### src/rtl/mem_copy_pkg.sv
// Shared types for the memory copy engine: FSM state encoding and counter sizing.
package mem_copy_pkg;

  typedef enum logic [2:0] {
    StIdle,
    StRdReq,
    StRdWait,
    StWrReq,
    StFinish
  } state_e;

  // The remaining-word counter needs one extra bit so a full 2^ADDR_WIDTH copy fits.
  function automatic int unsigned cnt_width(input int unsigned addr_width);
    return addr_width + 1;
  endfunction

endpackage

### src/rtl/mem_copy_watchdog.sv
// Loadable down-counter; expired is high whenever the count has reached zero.
module mem_copy_watchdog #(
  parameter int unsigned WIDTH = 4
) (
  input  logic             clk,
  input  logic             rst,
  input  logic             clear,
  input  logic             load,
  input  logic [WIDTH-1:0] load_val,
  input  logic             dec,
  output logic             expired
);

  logic [WIDTH-1:0] cnt_q;

  always_ff @(posedge clk) begin
    if (rst || clear) begin
      cnt_q <= '0;
    end else if (load) begin
      cnt_q <= load_val;
    end else if (dec && (cnt_q != '0)) begin
      cnt_q <= cnt_q - WIDTH'(1);
    end
  end

  assign expired = (cnt_q == '0);

endmodule

### src/rtl/mem_copy_engine.sv
// Single-outstanding word copier: read one word, write it, advance, repeat; aborts on read timeout.
module mem_copy_engine
  import mem_copy_pkg::*;
#(
  parameter int unsigned DATA_WIDTH = 32,
  parameter int unsigned ADDR_WIDTH = 4,
  parameter int unsigned TIMEOUT    = 15
) (
  input  logic                  clk,
  input  logic                  rst,
  input  logic                  start,
  input  logic [ADDR_WIDTH-1:0] src_addr,
  input  logic [ADDR_WIDTH-1:0] dst_addr,
  input  logic [ADDR_WIDTH:0]   len,
  output logic                  busy,
  output logic                  done,
  output logic                  error,
  output logic [ADDR_WIDTH-1:0] r_addr,
  output logic                  r_avalid,
  input  logic                  r_aready,
  input  logic                  r_dvalid,
  input  logic [DATA_WIDTH-1:0] r_data,
  output logic [ADDR_WIDTH-1:0] w_addr,
  output logic [DATA_WIDTH-1:0] w_data,
  output logic                  w_valid,
  input  logic                  w_ready
);

  localparam int unsigned CW = cnt_width(ADDR_WIDTH);
  localparam int unsigned TW = $clog2(TIMEOUT + 1);

  state_e                state_q, state_d;
  logic [ADDR_WIDTH-1:0] src_q, src_d, dst_q, dst_d;
  logic [CW-1:0]         rem_q, rem_d;
  logic                  busy_q, busy_d, done_q, done_d, error_q, error_d;
  logic [ADDR_WIDTH-1:0] r_addr_q, r_addr_d, w_addr_q, w_addr_d;
  logic                  r_avalid_q, r_avalid_d, w_valid_q, w_valid_d;
  logic [DATA_WIDTH-1:0] w_data_q, w_data_d;
  logic                  wd_clear, wd_load, wd_dec, wd_expired;

  // Loaded with TIMEOUT-1 so RD_WAIT lasts at most TIMEOUT cycles.
  mem_copy_watchdog #(
    .WIDTH (TW)
  ) u_watchdog (
    .clk      (clk),
    .rst      (rst),
    .clear    (wd_clear),
    .load     (wd_load),
    .load_val (TW'(TIMEOUT - 1)),
    .dec      (wd_dec),
    .expired  (wd_expired)
  );

  always_comb begin
    state_d    = state_q;
    src_d      = src_q;
    dst_d      = dst_q;
    rem_d      = rem_q;
    r_addr_d   = r_addr_q;
    w_addr_d   = w_addr_q;
    w_data_d   = w_data_q;
    r_avalid_d = 1'b0;
    w_valid_d  = 1'b0;
    done_d     = 1'b0;
    error_d    = 1'b0;
    wd_clear   = 1'b0;
    wd_load    = 1'b0;
    wd_dec     = 1'b0;
    unique case (state_q)
      StIdle: begin
        if (start) begin
          if (len != '0) begin
            src_d      = src_addr;
            dst_d      = dst_addr;
            rem_d      = len;
            r_addr_d   = src_addr;
            r_avalid_d = 1'b1;
            state_d    = StRdReq;
          end else begin
            done_d  = 1'b1;
            state_d = StFinish;
          end
        end
      end
      StRdReq: begin
        r_avalid_d = 1'b1;
        if (r_aready) begin
          r_avalid_d = 1'b0;
          wd_load    = 1'b1;
          state_d    = StRdWait;
        end
      end
      StRdWait: begin
        if (r_dvalid) begin
          w_data_d  = r_data;
          w_addr_d  = dst_q;
          w_valid_d = 1'b1;
          wd_clear  = 1'b1;
          state_d   = StWrReq;
        end else if (wd_expired) begin
          done_d   = 1'b1;
          error_d  = 1'b1;
          wd_clear = 1'b1;
          state_d  = StFinish;
        end else begin
          wd_dec = 1'b1;
        end
      end
      StWrReq: begin
        w_valid_d = 1'b1;
        if (w_ready) begin
          w_valid_d = 1'b0;
          src_d     = src_q + ADDR_WIDTH'(1);
          dst_d     = dst_q + ADDR_WIDTH'(1);
          rem_d     = rem_q - CW'(1);
          if (rem_q == CW'(1)) begin
            done_d  = 1'b1;
            state_d = StFinish;
          end else begin
            r_addr_d   = src_q + ADDR_WIDTH'(1);
            r_avalid_d = 1'b1;
            state_d    = StRdReq;
          end
        end
      end
      StFinish: state_d = StIdle;
      default:  state_d = StIdle;
    endcase
    busy_d = (state_d == StRdReq) || (state_d == StRdWait) || (state_d == StWrReq);
  end

  always_ff @(posedge clk) begin
    if (rst) begin
      state_q    <= StIdle;
      src_q      <= '0;
      dst_q      <= '0;
      rem_q      <= '0;
      busy_q     <= 1'b0;
      done_q     <= 1'b0;
      error_q    <= 1'b0;
      r_addr_q   <= '0;
      r_avalid_q <= 1'b0;
      w_addr_q   <= '0;
      w_data_q   <= '0;
      w_valid_q  <= 1'b0;
    end else begin
      state_q    <= state_d;
      src_q      <= src_d;
      dst_q      <= dst_d;
      rem_q      <= rem_d;
      busy_q     <= busy_d;
      done_q     <= done_d;
      error_q    <= error_d;
      r_addr_q   <= r_addr_d;
      r_avalid_q <= r_avalid_d;
      w_addr_q   <= w_addr_d;
      w_data_q   <= w_data_d;
      w_valid_q  <= w_valid_d;
    end
  end

  assign busy     = busy_q;
  assign done     = done_q;
  assign error    = error_q;
  assign r_addr   = r_addr_q;
  assign r_avalid = r_avalid_q;
  assign w_addr   = w_addr_q;
  assign w_data   = w_data_q;
  assign w_valid  = w_valid_q;

endmodule

### config.mk
export PLATFORM = sky130hd
export DESIGN_NAME = mem_copy_engine
export DESIGN_NICKNAME = d
export VERILOG_FILES = /design/src/rtl/mem_copy_pkg.sv /design/src/rtl/mem_copy_watchdog.sv /design/src/rtl/mem_copy_engine.sv
export SDC_FILE = /design/constraint.sdc
export NUM_CORES = 1
export LEC_CHECK = 0
export CORE_MARGIN = 4
export CORE_UTILIZATION = 45
export CTS_BUF_LIST = sky130_fd_sc_hd__clkbuf_8
export DETAILED_ROUTE_END_ITERATION = 8
export PLACE_DENSITY_LB_ADDON = 0.2
export SYNTH_ARGS = -nofsm -noshare
export SYNTH_HDL_FRONTEND = slang
export SYNTH_SLANG_ARGS = --single-unit
### constraint.sdc
create_clock -name clk -period 2.4 [get_ports clk]
set_input_delay 0.6 -clock clk [delete_from_list [all_inputs] [get_ports clk]]
set_output_delay 0.6 -clock clk [all_outputs]
set_load 0.01 [all_outputs]
==> results of run 1 <==
Yosys cell counts, types with 4 or more instances:
master / instances / area, µm²
sky130_fd_sc_hd__nand2_1: 83 / 312
sky130_fd_sc_hd__dfxtp_1: 65 / 1300
sky130_fd_sc_hd__a21oi_1: 47 / 235
sky130_fd_sc_hd__clkbuf_1: 15 / 56.3
sky130_fd_sc_hd__nor2_1: 15 / 56.3
sky130_fd_sc_hd__nand3_1: 10 / 50.1
sky130_fd_sc_hd__inv_1: 9 / 33.8
sky130_fd_sc_hd__and2_1: 6 / 37.5
sky130_fd_sc_hd__buf_2: 6 / 30.0
sky130_fd_sc_hd__ha_1: 6 / 75.1
sky130_fd_sc_hd__o31ai_1: 6 / 45.0
sky130_fd_sc_hd__o21ai_1: 5 / 25.0
sky130_fd_sc_hd__o311ai_1: 5 / 43.8
sky130_fd_sc_hd__nor3_1: 4 / 20.0
sky130_fd_sc_hd__xnor2_1: 4 / 35.0
how the worst max path moves through the flow:
stage                                     start               endpoint  slack, ns  depth (start not counted)
after floorplan                          len[2]    r_avalid$_SDFF_PP0_       0.57                          4
after global placement                   len[2]    r_avalid$_SDFF_PP0_       0.07                          5
after detailed placement                 len[2]    r_avalid$_SDFF_PP0_       0.03                          5
after CTS                                len[2]        busy$_SDFF_PP0_       0.38                          5
after global routing      state_q[0]$_SDFF_PP0_  src_q[3]$_SDFFE_PP0P_       0.31                          5
final                                    len[2]        busy$_SDFF_PP0_       0.39                          5
kinds of logic (layout without fill, tap and decap cells):
family                     after synthesis  count (layout)  synth area share [%]
muxes                                    4               4                  1.42
AOI/OAI and AO/OA                       88              88                  19.9
buffers and inverters                   32             137                  4.89
xor gates and xnor gates                 5               5                  1.50
DFF                                     65              65                  44.6
adders and majority gates                6               6                  2.57
and+or+nand+nor                        145             145                  25.1
routing by layer:
layer | wire [µm] | track usage [%]
met4 | 98 | 8.10
met5 | 0 | 0
met1 | 3410 | 24.9
met2 | 3430 | 31.7
met3 | 538 | 5.21
through the flow:
stage | setup WS (ns) | utilization, % | instance area (µm²) | cells | hold WS, ns
final | 0.392 | 65.9 | 4160 | 527 | 0.453
after global routing | 0.311 | 65.9 | 4160 | 527 | 0.475
after CTS | 0.385 | 65.9 | 4160 | 527 | 0.455
after detailed placement | 0.0273 | 63.2 | 3990 | 511 | 0.445
after global placement | 0.0748 | 63.2 | 3990 | 511 | 0.442
after floorplan | 0.567 | - | 2920 | 345 | 0.446
state kept, by name, indices dropped and copies added, names as in the netlist, 3 cells and up:
name              flops
w_data               32
state_q               3
dst_q                 4
r_addr                4
src_q                 4
u_watchdog.cnt_q      4
rem_q                 5
w_addr                4
worst max-delay path, cell delays in order:
cell and delay (ns):
sky130_fd_sc_hd__clkdlybuf4s50_1 0.42, sky130_fd_sc_hd__or4_1 0.59, sky130_fd_sc_hd__o211a_1 0.25, sky130_fd_sc_hd__a211oi_2 0.26
sky130_fd_sc_hd__nand2b_1 0.10
power breakdown:
group	switching (µW)	internal [µW]	total, µW
clock network	423	395	818
registers	137	1230	1370
logic	457	480	936
area by class of cell:
class | count | area [µm²] | share of cell area, %
Tap cell | 77 | 96.3 | 2.31
Multi-Input combinational cell | 248 | 1470 | 35.4
Timing Repair Buffer | 112 | 1090 | 26.1
Sequential cell | 65 | 1300 | 31.3
Clock inverter | 6 | 35.0 | 0.842
Clock buffer | 10 | 138 | 3.31
Inverter | 9 | 33.8 | 0.812
==> reports/results.txt, run 1 <==
Crit path required time = 2.61 ns
leading cell type in the layout, fill and taps excluded = sky130_fd_sc_hd__clkdlybuf4s50_1
number of instances resized during post-cts repair = 0
Cell Pwr Density = 749 nW/µm²
TritonCTS Buffers = 9
worst hold path class = reg -> reg
DR pass1 iterations = 4
critical-path maximum fanout = 3
WHS Path Cells = 2
final net count = 502
TritonCTS clock tree = done
initial core utilization = 46.2%
post-CTS setup repair buffer count = 0
final critical delay including setup and external delays = 2.01 ns
max_slew headroom = 66.9%
result of the run = complete, no violations
final-layout setup total negative slack = 0 ns
Period Utilization, post-route = 83.7%
total count of hold-check failures in the final report = 0
count of hold buffers inserted by post-cts repair = 0
final-report max-slew violation count = 0
Antenna Cells = 0
die area = 7830 µm²
peak supply drop = 0.464 mV
sort of element at the end of the critical path = register
crit path DAT = 2.22 ns
worst reg2reg path endpoint = src_q[3]$_SDFFE_PP0P_
number of antenna violations at the first check in global routing = 0
synthesis-stage register bit count = 65
count of input and output buffers = 95
final WL = 7480 µm
cell count of the worst reg-to-reg path = 5
overall die width = 88.5 µm
leading cell types in the layout, fill and taps excluded = sky130_fd_sc_hd__clkdlybuf4s50_1, sky130_fd_sc_hd__nand2_1, sky130_fd_sc_hd__dfxtp_1
global-route wire length before repair = 12000 µm
proportion of synthesized chip area in sequential cells = 44.6%
maximum clock path buffer count = 2
origin of the critical flop-to-flop path = state_q[0]$_SDFF_PP0_
Detail Route Antenna Nets = 0
number of nets in the synthesized netlist = 402
DR vias/cell = 5.31
hold endpoint = w_data[7]$_SDFFE_PP0P_
flop2flop setup slack = 0.50 ns
Critical Path Source Type = input pin
number of enable-type register cells in the synthesized netlist = 0
clock tree root driver cell = sky130_fd_sc_hd__clkbuf_8
netlist area before placement = 2920 µm²
Final Setup Violations = 0
total power of the final layout = 3120 µW
Layout Skew = 0.00944 ns
count of cell types in the netlist = 55
drt initial violations = 78
Rows = 29
number of fill cells = 546
area delta synth->final = 42.7%
Sink Count = 65
Maximum Capacitance Violations = 0
routability-driven placement congestion ratio = 0.814
post-synthesis async set-or-reset flop share = 0%
detailed-route wire length per cell = 14.2 µm
Clock Pin Slew Worst Setup and Hold Paths = 0.06 ns
HPWL after detailed placement = 5260 µm
Post-Syn Instances = 345
Post-synth top flop = sky130_fd_sc_hd__dfxtp_1
leakage = 0.00151 µW
DRC errors left = 0
fmax = 498 MHz
type of the worst setup path = in -> reg
yosys synthesis warning count = 0
mean area per synthesized cell = 8.45 µm²
number of H-tree levels = 3
Die Span Y = 88.5 µm
final global-route overflow total = 0
share of post-route cells with drive strength above 1 = 9.78%
pin count of the biggest net entering global routing = 38
transition at the pin with the smallest max-transition slack = 0.495 ns
Ports = 96
vias in the first global route = 2618
area inside the core boundary = 6310 µm²
clock latency on the worst-skew pair = 0.34 ns
aggregate global-route resource usage = 19.6%
setup repair after global routing missed its margin = no
vias post-DR = 2799
hold wc startpoint = w_data[7]$_SDFFE_PP0P_
Power figures use the tool's default switching activity.
==> inputs of run 2 (changes only) <==
==> constraint.sdc (replaced) <==
create_clock -name clk -period 1.9 [get_ports clk]
set_input_delay 0.475 -clock clk [delete_from_list [all_inputs] [get_ports clk]]
set_output_delay 0.475 -clock clk [all_outputs]
set_load 0.01 [all_outputs]
==> run 2 against run 1 <==
Combinational power increased by 38%. Critical path depth unchanged. Sequential cell count unchanged. Sequential share of layout area decreased by 0.84 points. Cell area increased by 2.8%. Highest routed layer unchanged. Routed wire length increased by 2.0%.
==> reports/results.txt, run 2 (synthesized netlist as in run 1, its figures left out) <==
result of the run = complete, no violations
critical-path maximum fanout = 3 (unchanged)
count of placed standard cells including taps = 523 (+2.3%)
leakage = 0.00158 µW (+4.2%)
vias in the first global route = 2763 (+5.5%)
number of antenna violations at the first check in global routing = 0 (unchanged)
global-route wire length before repair = 12600 µm (+5.2%)
final-report max-slew violation count = 0 (unchanged)
type of the worst setup path = in -> reg
share of post-route cells with drive strength above 1 = 13.2% (+3.4 points)
count of hold buffers inserted by post-cts repair = 0 (unchanged)
Cell Pwr Density = 949 nW/µm² (+27%)
max_slew headroom = 65.2% (-1.8 points)
number of buffer and inverter stages on the critical path = 1 (unchanged)
Clock Pin Slew Worst Setup and Hold Paths = 0.07 ns (about the same)
detailed-route wire length per cell = 14.2 µm (-0.25%)
number of H-tree levels = 3 (unchanged)
Rows = 29 (unchanged)
area inside the core boundary = 6310 µm² (unchanged)
peak per-stage delay on the critical path = 0.56 ns (-0.03 ns)
Area after DPL = 4080 µm² (+2.3%)
transition at the pin with the smallest max-transition slack = 0.521 ns (+0.0252 ns)
drt initial violations = 85 (+9.0%)
maximum clock path buffer count = 2 (unchanged)
Critical Path Source Type = input pin
clock latency on the worst-skew pair = 0.33 ns (about the same)
Period Utilization, post-route = 95.8%
routability-driven placement congestion ratio = 0.887 (+9.0%)
final net count = 514 (+2.4%)
Final Setup Violations = 0 (unchanged)
TritonCTS Buffers = 9 (unchanged)
DR pass1 iterations = 4 (unchanged)
count of input and output buffers = 95 (unchanged)
cell with the largest stage delay on the worst path = sky130_fd_sc_hd__or4_4
DRC errors left = 0 (unchanged)
peak supply drop = 0.691 mV (+49%)
pin count of the biggest net entering global routing = 37 (-2.6%)
initial core utilization = 46.2% (unchanged)
HPWL after detailed placement = 5490 µm (+4.5%)
Final Instance Area = 4280 µm² (+2.8%)
worst hold path class = reg -> reg
Die Span Y = 88.5 µm (unchanged)
leading cell types in the layout, fill and taps excluded = sky130_fd_sc_hd__clkdlybuf4s50_1, sky130_fd_sc_hd__nand2_1, sky130_fd_sc_hd__dfxtp_1
overall die width = 88.5 µm (unchanged)
TritonCTS clock tree = done
clock tree root driver cell = sky130_fd_sc_hd__clkbuf_8
final critical delay including setup and external delays = 1.82 ns
setup repair after global routing missed its margin = no
DR vias/cell = 5.30 (-0.24%)
Sink Count = 65 (unchanged)
Antenna Cells = 0 (unchanged)
die area = 7830 µm² (unchanged)
Detail Route Antenna Nets = 0 (unchanged)
Post-Layout Cell Count = 539 (+2.3%)
Crit path required time = 2.10 ns (-0.51 ns)
fmax = 550 MHz
Layout Skew = 0.00720 ns (-0.00224 ns)
final WL = 7630 µm (+2.0%)
Ports = 96 (unchanged)
aggregate global-route resource usage = 20.2% (+0.58 points)
CP delay by family, top = compound AO/OA/AOI/OAI gates
Maximum Capacitance Violations = 0 (unchanged)
critical path cell sequence = clkdlybuf4s50_1 > or4_4 > o211a_1 > a211oi_2 > a221oi_1
final global-route overflow total = 0 (unchanged)
vias post-DR = 2856 (+2.0%)
total count of hold-check failures in the final report = 0 (unchanged)
area delta synth->final = 46.7%
max reg flops = 32 (unchanged)
sort of element at the end of the critical path = register
leading cell type in the layout, fill and taps excluded = sky130_fd_sc_hd__clkdlybuf4s50_1
crit path DAT = 2.02 ns (-0.20 ns)
## run 2: final timing paths
check / slack (ns) / cells past startpoint / to / from
worst max register to register: 0.13 / 6 / r_avalid$_SDFF_PP0_ / rem_q[1]$_SDFFE_PP0P_
worst min-delay path: 0.45 / 2 / w_data[4]$_SDFFE_PP0P_ / w_data[4]$_SDFFE_PP0P_
worst max-delay path: 0.08 / 5 / r_avalid$_SDFF_PP0_ / len[2]
worst min register to register: 0.45 / 2 / w_data[4]$_SDFFE_PP0P_ / w_data[4]$_SDFFE_PP0P_
## run 2: power by group
part / leakage, µW / switching, µW / internal, µW
registers: 0.000529 / 155 / 1550
clock network: 0.0000911 / 522 / 538
logic: 0.000957 / 619 / 672
## run 2: stage by stage
stage	setup TNS (ns)	power [µW]	hold WS, ns	worst slack (ns)	utilization, %
final	0	4060	0.454	0.0805	67.8
after CTS	0	4070	0.457	0.0292	67.5
after global placement	-4.44	2970	0.441	-0.285	64.6
after detailed placement	-5.52	3010	0.447	-0.319	64.6
after global routing	0	4320	0.471	0.00229	67.8
after floorplan	0	2430	0.446	0.192	-
## run 2: layout make-up
class	count	area, µm²
inverter	9	33.8
multi-input combinational	248	1490
clock inverter	5	30.0
tap	77	96.3
clock buffer	11	151
fill	521	2040
timing repair buffer	124	1180
sequential	65	1300
## run 2: repair_timing
action	4_1_cts	5_1_grt
resized for setup	0	5
endpoints found under the setup margin	0	6
setup buffers	0	0
## run 2: metal layers
metal	vias to the layer above	global-route usage (%)	share of wire, %
li1	1435	-	-
met1	1317	25.7	44
met2	92	33.0	47
met3	12	4.84	7.5
met4	0	8.10	1.0
met5	-	0	0
## run 2: worst reg2reg max path: stages, from the launching register on
cell                       delay (ns)
sky130_fd_sc_hd__dfxtp_1         0.33
sky130_fd_sc_hd__inv_1           0.10
sky130_fd_sc_hd__ha_1            0.14
sky130_fd_sc_hd__or4b_4          0.48
sky130_fd_sc_hd__a32o_1          0.25
sky130_fd_sc_hd__a211oi_2        0.29
sky130_fd_sc_hd__a221oi_1        0.08
